$ cat src/rtl/mannix_layer_sched.sv
// rtl/mannix_layer_sched.sv - in-order layer descriptor dispatcher for the mannix compute engines
// Optional per-wait watchdog is enabled with SCHED_TIMEOUT_EN.
module mannix_layer_sched #(
  parameter int CMD_DEPTH      = 4,
  parameter int CNT_WIDTH      = 16,
  parameter int TIMEOUT_CYCLES = 4096
) (
  input  logic                 clk,
  input  logic                 rst,
  input  logic                 cmd_valid,
  output logic                 cmd_ready,
  input  logic [1:0]           cmd_op,
  input  logic [31:0]          cmd_addr_x,
  input  logic [31:0]          cmd_addr_y,
  input  logic [31:0]          cmd_addr_z,
  output logic [31:0]          unit_addr_x,
  output logic [31:0]          unit_addr_y,
  output logic [31:0]          unit_addr_z,
  output logic                 cnn_go,
  output logic                 pool_go,
  output logic                 fc_go,
  output logic                 activ_go,
  input  logic                 cnn_busy,
  input  logic                 pool_busy,
  input  logic                 fc_done,
  input  logic                 activ_done,
  output logic                 sched_busy,
  output logic [CNT_WIDTH-1:0] done_cnt,
  output logic                 irq,
  output logic                 sched_err
);
  localparam int PW = (CMD_DEPTH > 1) ? $clog2(CMD_DEPTH) : 1;
  localparam int CW = PW + 1;

  typedef enum logic [2:0] {S_IDLE, S_ISSUE, S_WAIT_ACK, S_WAIT_DONE, S_RETIRE} state_t;
  typedef struct packed {
    logic [1:0]  op;
    logic [31:0] x;
    logic [31:0] y;
    logic [31:0] z;
  } desc_t;

  desc_t                fifo_mem [CMD_DEPTH];
  logic [PW-1:0]        wr_ptr_q, wr_ptr_d, rd_ptr_q, rd_ptr_d;
  logic [CW-1:0]        count_q, count_d;
  state_t               state_q, state_d;
  desc_t                cur_q, cur_d;
  logic [CNT_WIDTH-1:0] done_cnt_q, done_cnt_d;
  logic                 fc_done_q, activ_done_q;
  logic                 push, pop, fifo_empty, fifo_full;
  logic                 eng_busy, done_edge, complete, in_wait, wait_exit;
  logic                 retire_ok, timeout_hit;

  assign fifo_full  = (count_q == CW'(CMD_DEPTH));
  assign fifo_empty = (count_q == '0);
  assign cmd_ready  = ~fifo_full;
  assign push       = cmd_valid & ~fifo_full;

  // op[0] picks POOL over CNN and ACTIV over FC; op[1] marks the done-level engines
  assign eng_busy  = cur_q.op[0] ? pool_busy : cnn_busy;
  assign done_edge = cur_q.op[0] ? (activ_done & ~activ_done_q) : (fc_done & ~fc_done_q);
  assign complete  = cur_q.op[1] ? done_edge : ~eng_busy;
  assign in_wait   = (state_q == S_WAIT_ACK) || (state_q == S_WAIT_DONE);
  assign wait_exit = (state_q == S_WAIT_ACK) ? eng_busy : complete;

  assign wr_ptr_d = wr_ptr_q + PW'(push);
  assign rd_ptr_d = rd_ptr_q + PW'(pop);
  assign count_d  = count_q + CW'(push) - CW'(pop);

  assign unit_addr_x = cur_q.x;
  assign unit_addr_y = cur_q.y;
  assign unit_addr_z = cur_q.z;
  assign done_cnt    = done_cnt_q;
  assign sched_busy  = !((state_q == S_IDLE) && fifo_empty);

  always_comb begin
    state_d    = state_q;
    cur_d      = cur_q;
    done_cnt_d = done_cnt_q;
    pop        = 1'b0;
    cnn_go     = 1'b0;
    pool_go    = 1'b0;
    fc_go      = 1'b0;
    activ_go   = 1'b0;
    irq        = 1'b0;
    case (state_q)
      S_IDLE: begin
        if (!fifo_empty) begin
          pop     = 1'b1;
          cur_d   = fifo_mem[rd_ptr_q];
          state_d = S_ISSUE;
        end
      end
      S_ISSUE: begin
        case (cur_q.op)
          2'd0:    cnn_go   = 1'b1;
          2'd1:    pool_go  = 1'b1;
          2'd2:    fc_go    = 1'b1;
          default: activ_go = 1'b1;
        endcase
        state_d = cur_q.op[1] ? S_WAIT_DONE : S_WAIT_ACK;
      end
      S_WAIT_ACK: begin
        if (eng_busy) state_d = S_WAIT_DONE;
      end
      S_WAIT_DONE: begin
        if (complete) state_d = S_RETIRE;
      end
      S_RETIRE: begin
        if (retire_ok) done_cnt_d = done_cnt_q + CNT_WIDTH'(1);
        irq     = fifo_empty;
        state_d = S_IDLE;
      end
      default: state_d = S_IDLE;
    endcase
    if (timeout_hit) state_d = S_RETIRE;
  end

  always_ff @(posedge clk) begin
    if (push) fifo_mem[wr_ptr_q] <= '{op: cmd_op, x: cmd_addr_x, y: cmd_addr_y, z: cmd_addr_z};
  end

  always_ff @(posedge clk) begin
    if (rst) begin
      state_q      <= S_IDLE;
      wr_ptr_q     <= '0;
      rd_ptr_q     <= '0;
      count_q      <= '0;
      cur_q        <= '0;
      done_cnt_q   <= '0;
      fc_done_q    <= 1'b0;
      activ_done_q <= 1'b0;
    end else begin
      state_q      <= state_d;
      wr_ptr_q     <= wr_ptr_d;
      rd_ptr_q     <= rd_ptr_d;
      count_q      <= count_d;
      cur_q        <= cur_d;
      done_cnt_q   <= done_cnt_d;
      fc_done_q    <= fc_done;
      activ_done_q <= activ_done;
    end
  end

`ifdef SCHED_TIMEOUT_EN
  localparam int TW = $clog2(TIMEOUT_CYCLES) + 1;
  logic [TW-1:0] tmo_q, tmo_d;
  logic          timeout_q, err_q;

  // counter is zero on the first cycle of each wait state, so the limit is hit on its last cycle
  assign timeout_hit = in_wait && !wait_exit && (tmo_q == TW'(TIMEOUT_CYCLES - 1));
  assign tmo_d       = (in_wait && !wait_exit) ? tmo_q + TW'(1) : '0;
  assign retire_ok   = ~timeout_q;
  assign sched_err   = err_q;

  always_ff @(posedge clk) begin
    if (rst) begin
      tmo_q     <= '0;
      timeout_q <= 1'b0;
      err_q     <= 1'b0;
    end else begin
      tmo_q     <= tmo_d;
      timeout_q <= timeout_hit;
      err_q     <= err_q | timeout_hit;
    end
  end
`else
  logic unused_tmo;
  assign unused_tmo  = in_wait ^ wait_exit ^ (TIMEOUT_CYCLES == 0);
  assign timeout_hit = 1'b0;
  assign retire_ok   = 1'b1;
  assign sched_err   = 1'b0;
`endif

endmodule

$ cat config.mk
export PLATFORM = sky130hd
export DESIGN_NAME = mannix_layer_sched
export DESIGN_NICKNAME = d
export VERILOG_FILES = /design/src/rtl/mannix_layer_sched.sv
export SDC_FILE = /design/constraint.sdc
export NUM_CORES = 1
export LEC_CHECK = 0
export CORE_MARGIN = 3
export CORE_UTILIZATION = 50
export DETAILED_ROUTE_END_ITERATION = 8
export PLACE_DENSITY_LB_ADDON = 0.12
export SETUP_SLACK_MARGIN = 0.15
export SLEW_MARGIN = 20
export SYNTH_ARGS = -nofsm -noshare
export SYNTH_HDL_FRONTEND = slang
export SYNTH_SLANG_ARGS = --single-unit
$ cat constraint.sdc
create_clock -name clk -period 8.6 [get_ports clk]
set_input_delay 1.29 -clock clk [delete_from_list [all_inputs] [get_ports clk]]
set_output_delay 1.29 -clock clk [all_outputs]
set_load 0.03 [all_outputs]
### Yosys cells after proc, flatten, opt, wreduce, memory -nomap -nowiden

Memory sizes are Yosys's and may differ from the RTL's. A register that Yosys moved wholly into a read port is not among the register bits.
Cells that the tools add are included.

| word-level totals | value |
|---|---|
| output and inout bits | 120 |
| word-level logic and storage cells | 60 |
| memories kept | 1 |
| RAM bits | 392 |
| input port bits | 105 |
| bits in registers | 28 |

Memories:

| memory | depth | width | read ports | clocked after Yosys merged registers in | wr ports | line | text |
|---|---|---|---|---|---|---|---|
| fifo_mem | 4 | 98 | 1 | 1 | 1 | 43 | `desc_t fifo_mem [CMD_DEPTH];` |

| cells by class | value |
|---|---|
| reduce and logical (&&, ||, !) cells | 8 |
| multiplexer cells | 21 |
| equality and inequality tests | 10 |
| add/sub/neg operators | 5 |
| bitwise gates (word level) | 8 |

Operators by type and width:

| operator | count |
|---|---|
| two-way mux 1 bit | 17 |
| adder 16 x 1 -> 16 bit, second input constant | 1 |
| case mux 3 bit (4 select lines) | 1 |
| two-way mux 3 bit | 3 |
| equality test 3 x 2 -> 1 bit, second input constant | 2 |
| equality test 3 bit, second input constant | 2 |
| logical NOT 3 bit | 2 |
| inequality test 2 bit, second input constant | 3 |
| inverter 1 bit | 5 |
| adder 2 x 1 -> 2 bit | 2 |
| adder 3 x 1 -> 3 bit | 1 |
| AND 1 bit | 3 |
| equality test 3 x 1 -> 1 bit, second input constant | 1 |
| AND reduction 3 bit | 1 |
| OR reduction 3 bit | 1 |
| subtractor 3 x 1 -> 3 bit | 1 |
| equality test 2 x 1 -> 1 bit, second input constant | 1 |
| equality test 2 bit, second input constant | 1 |
| logical NOT 2 bit | 1 |
| AND reduction 2 bit | 1 |
| logical AND 1 bit | 1 |
| logical NOT 1 bit | 1 |

### Depth between registers and ports, before layout

Gate-level depths: netlist (run 1).

| logic depth | value |
|---|---|
| word-level depth | 6 |
| mapped depth | 10 |
| mapped depth without buffers | 10 |

### Worst setup path before layout (run 1)

Ideal clock, no wire load.

| path | value |
|---|---|
| kind | in2reg |
| from | input cmd_valid |
| to | memory fifo_mem[1][0] (netlist bit), enable pin |
| data required time | 7.905 ns |
| library setup time | 0.695 ns |
| setup slack | -0.665 ns |
| buffers on the path | 0 |
| stages | 2 |
| arrival time | 8.570 ns |
| cells stage by stage | nand2_1 -> nor3b_1 |

| between the ends | value |
|---|---|
| cells in the longest elaborated chain, start to end | 3 |

RTL lines:

| what | line | text |
|---|---|---|
| from (decl) | 10 | `input logic cmd_valid,` |
| AND 1 bit | 57 | `assign push = cmd_valid & ~fifo_full;` |
| two-way mux 1 bit | 120 | `if (push) fifo_mem[wr_ptr_q] <= '{op: cmd_op, x: cmd_addr_x, y: cmd_addr_y, z: cmd_addr_z};` |
| two-way mux 1 bit (not written as such) | 120 |  |
| to (decl) | 43 |  |

No other way between the ends.

### Final worst setup path (run 1)

| path | value |
|---|---|
| from | register state_q[2] |
| to | output irq |

| between the ends | value |
|---|---|
| cells in the longest elaborated chain, start to end | 2 |

RTL lines:

| what | line | text |
|---|---|---|
| from (decl) | 46 | `state_t state_q, state_d;` |
| from (signal assigned) | 134 | `state_q <= state_d;` |
| equality test 3 bit | 86 | `case (state_q)` |
| two-way mux 1 bit | 86 |  |
| to (decl) | 29 | `output logic irq,` |

No other way between the ends.

==> results of run 1 <==
[sequential cells by signal, summed over array words and instances, names as in the netlist]
name and flops:
fifo_mem 392, rd_ptr_q 2, unit_addr_x 32, done_cnt 16, state_q 3, unit_addr_z 32
unit_addr_y 32, activ_done_q 1, cur_q 2, fc_done_q 1, count_q 3, wr_ptr_q 2
[per-stage QoR]
| stage | area [um2] | utilization (%) |
|---|---|---|
| 2_1_floorplan | 19600 | - |
| 3_3_place_gp | 21600 | 56.6 |
| 3_5_place_dp | 21600 | 56.6 |
| 4_1_cts | 23200 | 60.8 |
| 5_1_grt | 23200 | 60.8 |
| 6_report | 23200 | 60.8 |
[cell type report]
type	count	area share, %
antenna	2	0.0216
tap	511	2.76
clock buffer	75	6.38
inverter	6	0.0972
clock inverter	19	0.588
sequential	518	61.7
multi-input combinational	513	18.4
timing repair buffer	236	10.0
[routing by layer]
layer | up-vias | routed length, um
met3 | 54 | 2320
met2 | 244 | 18600
met4 | 8 | 662
li1 | 4629 | -
met5 | - | 61
met1 | 5047 | 17000
[cells in the final DEF (no fill, tap or decap), types with 4 or more instances in the layout]
cell type,n
edfxtp_1,392
clkdlybuf4s50_1,222
nand2_1,203
dfxtp_1,124
a21oi_1,105
mux4_2,98
clkbuf_16,53
nor2_1,22
clkbuf_1,15
buf_4,14
xor2_1,9
clkinv_1,9
xnor2_1,7
nand3_1,7
clkinv_2,7
clkbuf_8,7
inv_1,6
nor2b_1,6
nand4_1,6
o21ai_0,5
or3_1,4
and2_1,4
[worst max-delay path by stage]
stage / end / startpoint / slack (ns) / depth (start not counted)
after floorplan: fifo_mem[1][0] / cmd_valid / 2.80 / 2
after global placement: fifo_mem[3][87] / cmd_valid / 4.51 / 5
after detailed placement: fifo_mem[3][86] / cmd_valid / 4.49 / 5
after CTS: irq / state_q[2] / 4.92 / 3
after global routing: irq / state_q[2] / 4.86 / 3
final: irq / state_q[2] / 4.96 / 3
[cells by family (layout without fill, tap and decap cells)]
| group | Yosys count | count (layout) | share of synthesized area, % |
|---|---|---|---|
| AOI/OAI and AO/OA | 115 | 115 | 3.01 |
| other | 1 | 3 | 0.0192 |
| xor gates and xnor gates | 16 | 16 | 0.716 |
| and+or+nand+nor | 276 | 276 | 6.11 |
| DFF | 518 | 518 | 73.0 |
| muxes | 101 | 101 | 11.4 |
| buffers and inverters | 167 | 336 | 5.37 |
| adders and majority gates | 4 | 4 | 0.294 |
[power by group]
group	internal, mW	switching, mW
Sequential	3.10	0.219
Clock	1.25	0.872
Combinational	0.833	1.21
[worst min-delay path, cell delays in order (launching register included)]
cell	delay [ns]
dfxtp_1	0.30
nand2_1	0.05
a21oi_1	0.05
==> results.md, run 1 <==
- # port buffers: 223
- Router iterations before antenna repair: 5
- Dpl cells: 1784
- # H-tree levels: 2
- Fillers: 2848
- Busiest grt layer: met2
- Clock slew seen by the registers of the worst setup and hold paths: 0.06 ns
- CP max stage cell: clkdlybuf4s50_1
- Drt wl/cell: 20.5 um
- Clock sinks: 518
- Post-route setup TNS: 0 ns
- Final setup fails: 0
- Post-Layout Cell Count: 1880
- Vias: 9982
- Worst hold start: unit_addr_x[22]
- Final-stage net count: 1435
- Vias/cell: 5.31
- Synthesis-to-finish area growth: 18.5%
- Syn Area/Cell: 16.3 um2
- Initial Util: 51.3%
- Post-CTS Hold Buffers: 0
- Critical path type: flop to output port
- Ys async rst share: 0%
- Net count of the mapped netlist: 1307
- VDD IR-drop max: 0.193 mV
- CP bufs+invs: 1
- Horiz. Die Dim: 204 um
- Final hold viol count: 0
- Cells taking the most area after synthesis: edfxtp_1 (60%), dfxtp_1 (13%), mux4_2 (11%)
- GRT Total Usage: 18.7%
- Flop-to-flop setup slack: 5.77 ns
- Synth area leader: edfxtp_1
- Antenna Nets Post-Route: 0
- First-pass GRT wire length: 59.4 mm
- Layout cells sized above 1: 14.2%
- Slew HR: 35.9%
- Core Area: 38100 um2
- Post-synth cell types: 40
- Register area: 14300 um2
- Root Buffer: clkbuf_16
- Family with the most delay on the worst path: buffers and inverters
- Placer congestion estimate: 0.762
- Crit end category: output port
- Hold_ws: 0.451 ns
- Worst-path maximum fanout: 11
- Worst EP arrival: 2.35 ns
- IO Pins: 225
- Worst reg2reg endpoint: fifo_mem[3][63]
- Drt total wl: 38.6 mm
- HP Class: flop to flop
- GR Util met3: 4.49%
- Tcrit/Tclk final: 42.3%
- Syn. warnings: 0
- Final Critical Period: 3.64 ns
- Register-to-Register Path Depth: 6
- CTS tree: done
- CTS Buf Count: 51
- RSZ-0062 raised after global routing: no
- Placement Setup Slack: 4.49 ns
- Main synth FF type: edfxtp_1
- CTS Buffer Depth: 3
- Met1 Use GR: 25.7%
- Clk Latency, worst-skew pair: 0.57 ns
- Post-synth EDFFs: 392
- Reg2reg start: count_q[1]
- Starting DRC count in detailed routing: 569
- FP Rows: 71
- Status: complete, no violations
- Syn Inst Count: 1198
- Leakage: 7.50 nW
- Grt ovf: 0
- Crit-path cells: or3b_1 > nor2_1 > clkdlybuf4s50_1
- Vias in the first global route: 10000
- Commonest cells post-synth: edfxtp_1 (392), nand2_1 (203), dfxtp_1 (126), a21oi_1 (105), buf_4 (101)
- Total Die Area: 41500 um2
- Post-CTS Setup Inserts: 0
- # DRC: 0
- Sequential share of the synthesized area: 73.0%
- Max Slew Vio Count: 0
- Most frequent cell after synthesis: edfxtp_1
- Seq cells post-synth: 518
- GR met2 Demand/Resource: 30.5%
- Largest net degree at the start of global routing: 79
- Post_cts resized: 0
- Worst Tran Pin Value: 0.962 ns
- Total power: 7.48 mW
- Worst setup margin: 4.96 ns
- Initial antenna violation count: 5
- Worst clock skew: 0.0212 ns
- Critical path launch point type: flop
- Largest stage delay on the critical path: 0.69 ns
- Power Dens Cells: 323 nW/um2
- Max Freq: 0.275 GHz
- Post-synthesis cell area: 19600 um2
- Detailed Place HPWL: 22.5 mm
- Hold EP: unit_addr_x[22]
- Crit path required time: 7.31 ns
- Die Ht: 204 um
- Cells on Worst Hold Path: 2
- Area fraction of the dominant cell type after synthesis: 60.2%
- Multi-input gate area: 4270 um2
- Maxcap violations: 0
Power figures use the tool's default switching activity.
==> run 2: changes to the inputs <==
Clock period 8.6 ns to 3.2 ns, I/O delays scaled along.
==> run 2 against run 1 <==
Sequential cell count unchanged; sequential share of layout area down 0.96 points; wire length grew 2.2%; largest cell class unchanged; largest power group unchanged; highest routed layer unchanged.
==> results.md, run 2 (synthesis gave the netlist of run 1 again) <==
- Total Die Area: 41500 um2 (unchanged)
- Grt ovf: 0 (unchanged)
- Combinational Power Share: 27.4% (was 27.3%)
- Number of diodes: 0 (was 2)
- Placement Setup Slack: 0.777 ns (was 4.49 ns)
- Drt wl/cell: 20.8 um (was 20.5 um)
- CTS Buffer Depth: 3 (unchanged)
- Critical path type: flop to output port (unchanged)
- Drt total wl: 39.4 mm (was 38.6 mm)
- Initial Util: 51.3% (unchanged)
- Antenna Nets Post-Route: 0 (unchanged)
- Root Buffer: clkbuf_16 (unchanged)
- Horiz. Die Dim: 204 um (unchanged)
- Fillers: 2854 (was 2848)
- CTS Buf Count: 52 (was 51)
- Max Freq: 0.351 GHz
- Final Critical Period: 2.85 ns
- Final setup fails: 0 (unchanged)
- Register bank with the most flops: fifo_mem (unchanged)
- Flop pwr share: 43.1% (was 44.4%)
- Detailed Place HPWL: 23.4 mm (was 22.5 mm)
- Clock slew seen by the registers of the worst setup and hold paths: 0.06 ns (about the same)
- Vias: 10000 (was 9982)
- RSZ-0062 raised after global routing: no (unchanged)
- Die Ht: 204 um (unchanged)
- CTS tree: done (unchanged)
- Starting DRC count in detailed routing: 535 (was 569)
- Worst EP arrival: 2.37 ns (was 2.35 ns)
- CP bufs+invs: 1 (unchanged)
- Vias in the first global route: 10400 (was 10000)
- Final-stage net count: 1445 (was 1435)
- Worst clock skew: 0.0140 ns (was 0.0212 ns)
- Maxcap violations: 0 (unchanged)
- Largest stage delay on the critical path: 0.69 ns (about the same)
- Most frequent cells in the layout: edfxtp_1 (392), clkdlybuf4s50_1 (222), nand2_1 (201) (was edfxtp_1 (392), clkdlybuf4s50_1 (222), nand2_1 (203))
- GRT Total Usage: 19.3% (was 18.7%)
- Multi-input gate area: 4290 um2 (was 4270 um2)
- Pint: 14.4 mW (was 5.18 mW)
- CP max stage cell: clkdlybuf4s50_1 (unchanged)
- Post-route setup TNS: 0 ns (unchanged)
- Total power: 20.7 mW (was 7.48 mW)
- Final hold viol count: 0 (unchanged)
- Placer congestion estimate: 0.760 (was 0.762)
- Register area: 14300 um2 (about the same)
- Crit path required time: 2.72 ns (was 7.31 ns)
- VDD IR-drop max: 0.650 mV (was 0.193 mV)
- Tcrit/Tclk final: 89.0%
- # H-tree levels: 2 (unchanged)
- Most common cell after layout, fill and taps aside: edfxtp_1 (unchanged)
- Clock sinks: 518 (unchanged)
- Largest net degree at the start of global routing: 100 (was 79)
- Post-CTS Hold Buffers: 0 (unchanged)
- Max reg flops: 392 (unchanged)
- Post-Layout Cell Count: 1891 (was 1880)
- HP Class: flop to flop (unchanged)
- Crit-path cells: or3b_1 > nor2_1 > clkdlybuf4s50_1 (unchanged)
- Net Sw Frac: 30.6% (was 30.8%)
- First-pass GRT wire length: 61.3 mm (was 59.4 mm)
- Post_cts resized: 0 (unchanged)
- Slew HR: 43.8% (was 35.9%)
- Status: complete, no violations (unchanged)
- Core Area: 38100 um2 (unchanged)
- Worst Tran Pin Value: 0.844 ns (was 0.962 ns)
- Layout cells sized above 1: 16.1% (was 14.2%)
- FP Rows: 71 (unchanged)
- Switch Pwr: 6.33 mW (was 2.30 mW)
- Flop-to-flop setup slack: 0.84 ns (was 5.77 ns)
- Core Util, Final: 61.8% (was 60.8%)
- Leakage: 7.68 nW (was 7.50 nW)
- Family with the most delay on the worst path: buffers and inverters (unchanged)
- Vias/cell: 5.31 (about the same)
- Clk Latency, worst-skew pair: 0.58 ns (was 0.57 ns)
- Worst setup margin: 0.353 ns (was 4.96 ns)
- # DRC: 0 (unchanged)
- Power Dens Cells: 879 nW/um2 (was 323 nW/um2)
- Crit end category: output port (unchanged)
- Dpl cells: 1793 (was 1784)
- Critical path launch point type: flop (unchanged)
- Initial antenna violation count: 2 (was 5)
- Synthesis-to-finish area growth: 20.3% (was 18.5%)
- Router iterations before antenna repair: 4 (was 5)
- Max Slew Vio Count: 0 (unchanged)
- Clock network power share: 29.5% (was 28.3%)
- Post-CTS Setup Inserts: 0 (unchanged)
- # port buffers: 223 (unchanged)
- IO Pins: 225 (unchanged)
- Worst-path maximum fanout: 11 (unchanged)
==> run 2: path summary, 6_finish.rpt <==
kind	start	to	cells past startpoint
hold / removal	unit_addr_x[23]	unit_addr_x[23]	2
setup reg to reg	count_q[2]	count_q[2]	8
setup / recovery	state_q[2]	irq	3
hold reg to reg	unit_addr_x[23]	unit_addr_x[23]	2
==> run 2: per-stage QoR <==
stage          hold slack [ns]  cell area (um2)
2_1_floorplan            0.437            19600
6_report                 0.450            23600
3_5_place_dp             0.446            21800
5_1_grt                  0.468            23600
3_3_place_gp             0.441            21800
4_1_cts                  0.453            23600
==> run 2: metal layers <==
| layer | vias up | track usage [%] | part of all wire (%) |
|---|---|---|---|
| li1 | 4649 | - | - |
| met1 | 5087 | 27.0 | 44 |
| met2 | 243 | 31.1 | 49 |
| met3 | 50 | 4.20 | 5.5 |
| met4 | 4 | 5.36 | 1.9 |
| met5 | - | 0 | 0.079 |
==> run 2: layout make-up <==
| type | count | area share [%] |
|---|---|---|
| sequential | 518 | 60.7 |
| clock inverter | 22 | 0.940 |
| tap | 511 | 2.71 |
| inverter | 6 | 0.0956 |
| timing repair buffer | 245 | 10.8 |
| clock buffer | 76 | 6.56 |
| multi-input combinational | 513 | 18.2 |
==> run 2: power by group through the flow <==
stage                     Clock, mW  Combinational [mW]  Sequential (mW)
after floorplan                   0                4.49             8.77
after global placement            0                5.74             9.03
after detailed placement          0                5.76             9.07
after CTS                      6.26                5.78             8.94
after global routing           6.55                6.12             9.04
final                          6.11                5.68             8.91
==> run 2: tightest hold or removal path, cell delays in order, from the launching register on <==
cell and delay [ns]:
dfxtp_1 0.30, nand2_1 0.05, a21oi_1 0.05
==> RTL change (settings of run 2) <==
The 5 states of `state_t` get a one-hot encoding in 5 bits.
--- a/src/rtl/mannix_layer_sched.sv
+++ b/src/rtl/mannix_layer_sched.sv
@@ -34,3 +34,3 @@
 
-  typedef enum logic [2:0] {S_IDLE, S_ISSUE, S_WAIT_ACK, S_WAIT_DONE, S_RETIRE} state_t;
+  typedef enum logic [4:0] {S_IDLE = 5'b00001, S_ISSUE = 5'b00010, S_WAIT_ACK = 5'b00100, S_WAIT_DONE = 5'b01000, S_RETIRE = 5'b10000} state_t;
   typedef struct packed {
Behaviour: same outputs for any inputs over 4 cycles, from zero or initial values and one cycle with rst high; so few cycles prove little.
==> RTL change against run 2 <==
Synthesized area grew 0.13%. Via count grew 2.0%. Critical path type unchanged. Die area grew 0.13%. Setup slack lost 0.044 ns. Cell area grew 0.16%. Total power shrank 1.8%. Largest power group unchanged. Clock power shrank 6.2%. Clock skew grew 0.0060 ns. Critical path depth grew 1. Wire length shrank 0.12%. Sequential cell count grew 2.
==> RTL change: results (changes against run 2) <==
DR.FIRST_ITER.DRC_COUNT=551  # +3.0%
SYNTH_ADDER_AREA_SHARE_PCT=0.421  # +0.13 points
REGTOREGSETUPSLACK_NS=0.56  # -0.28 ns
WORSTHOLDENDPOINT='done_cnt[7]'
TIMING.HOLD.WORST.START='rst'
TOTAL_POWER_uW=20300  # -1.8%
DP_HPWL_UM=22400  # -4.4%
GP_CONGESTION=0.769  # +1.2%
PLACE_WS_NS=0.543  # -0.234 ns
POSTSYNTHNETCOUNT=1319  # +0.92%
CTS_REPAIR_RESIZE_COUNT=3  # +3
WORST_PIN_SLEW_NS=0.827  # -0.0165 ns
PLACED_CELL_AREA_MM2=0.0220  # +0.78%
FIN_WORST_SKEW_NS=0.0200  # +0.00597 ns
HOLDCRITPATHCLASS='in -> reg'
N_FILL_CELL=2826  # -0.98%
FINAL_NET_COUNT=1463  # +1.2%
COMBPWRFRAC_PCT=27.7  # +0.3 points
TIMING.CRITICAL_PATH.TO='pool_go'
FIN_WORST_HOLD_SLACK_NS=0.397  # -0.0533 ns
CRIT_PATH_TOP_DELAY_CELL='or4bb_1'
INTERNAL-POWER_uW=14000  # -2.4%
WL_UM=39400  # -0.12%
R2R-END='unit_addr_z[12]'
REG2REG_DEPTH=6  # -2
SYNTH_COMPOUND_GATE_AREA_SHARE_PCT=3.25  # +0.25 points
CRITICAL_PATH_ARRIVAL_NS=2.41  # +0.04 ns
SYNTH-SEQ-AREA-SHARE_PCT=73.2  # +0.11 points
POST_DRT_VIA_CELL_RATIO=5.35  # +0.85%
YOSYS-TOP-CELLS-AREA='edfxtp_1, dfxtp_1, mux4_2'
SYNTHTOPCELLSBYCOUNT='edfxtp_1, nand2_1, dfxtp_1, a21oi_1, mux4_2'
PLACED_CELLS_INCL_TAPS=1808  # +0.84%
GRT_PASS1_VIAS=10600  # +2.4%
POWER_LEAKAGE_uW=0.00761  # -0.85%
SYNTH_CELLS=1208  # +0.83%
VDD.IR_DROP.WORST_uV=597  # -8.3%
SLOWEST_DELAY_NS=0.57  # -0.12 ns
CLOCK.FMAX_GHz=0.346  # -1.5%
POWER.CLOCK.FRACTION_PCT=28.2  # -1.3 points
POST_SYNTH_CELL_TYPES=43  # +7.5%
STATUS='finished, final reports clean'
[RTL change: changes by cell type after synthesis, sizes merged, moves of 3 or more]
| cell | change |
|---|---|
| buf | -24 |
| and2 | -4 |
| o21ai | +3 |
| nand2 | +4 |
| nor2 | -3 |
| clkbuf | +23 |
| or4 | +5 |
[RTL change: layout make-up]
type	count	area [µm²]	area share, %
sequential	520	14300	60.8
multi-input combinational	520	4330	18.3
timing repair buffer	249	2610	11.1
clock buffer	78	1490	6.33
tap	511	639	2.71
clock inverter	21	126	0.536
inverter	8	32.5	0.138
antenna	5	12.5	0.0530
[RTL change: worst max-delay path, delay by kind of cell (launching register included)]
family / cells / cell delay, ns
buffers and inverters: 1 / 0.41
flip-flops: 1 / 0.42
AND/OR/NAND/NOR: 3 / 0.99
[RTL change: routing by layer]
metal  global-route usage, %  up-vias  wire (µm)
li1                        -     4728          -
met3                    5.05       54       2320
met2                    31.8      248      19300
met5                       0        -          7
met4                    5.26        2        867
met1                    25.3     5199      16900
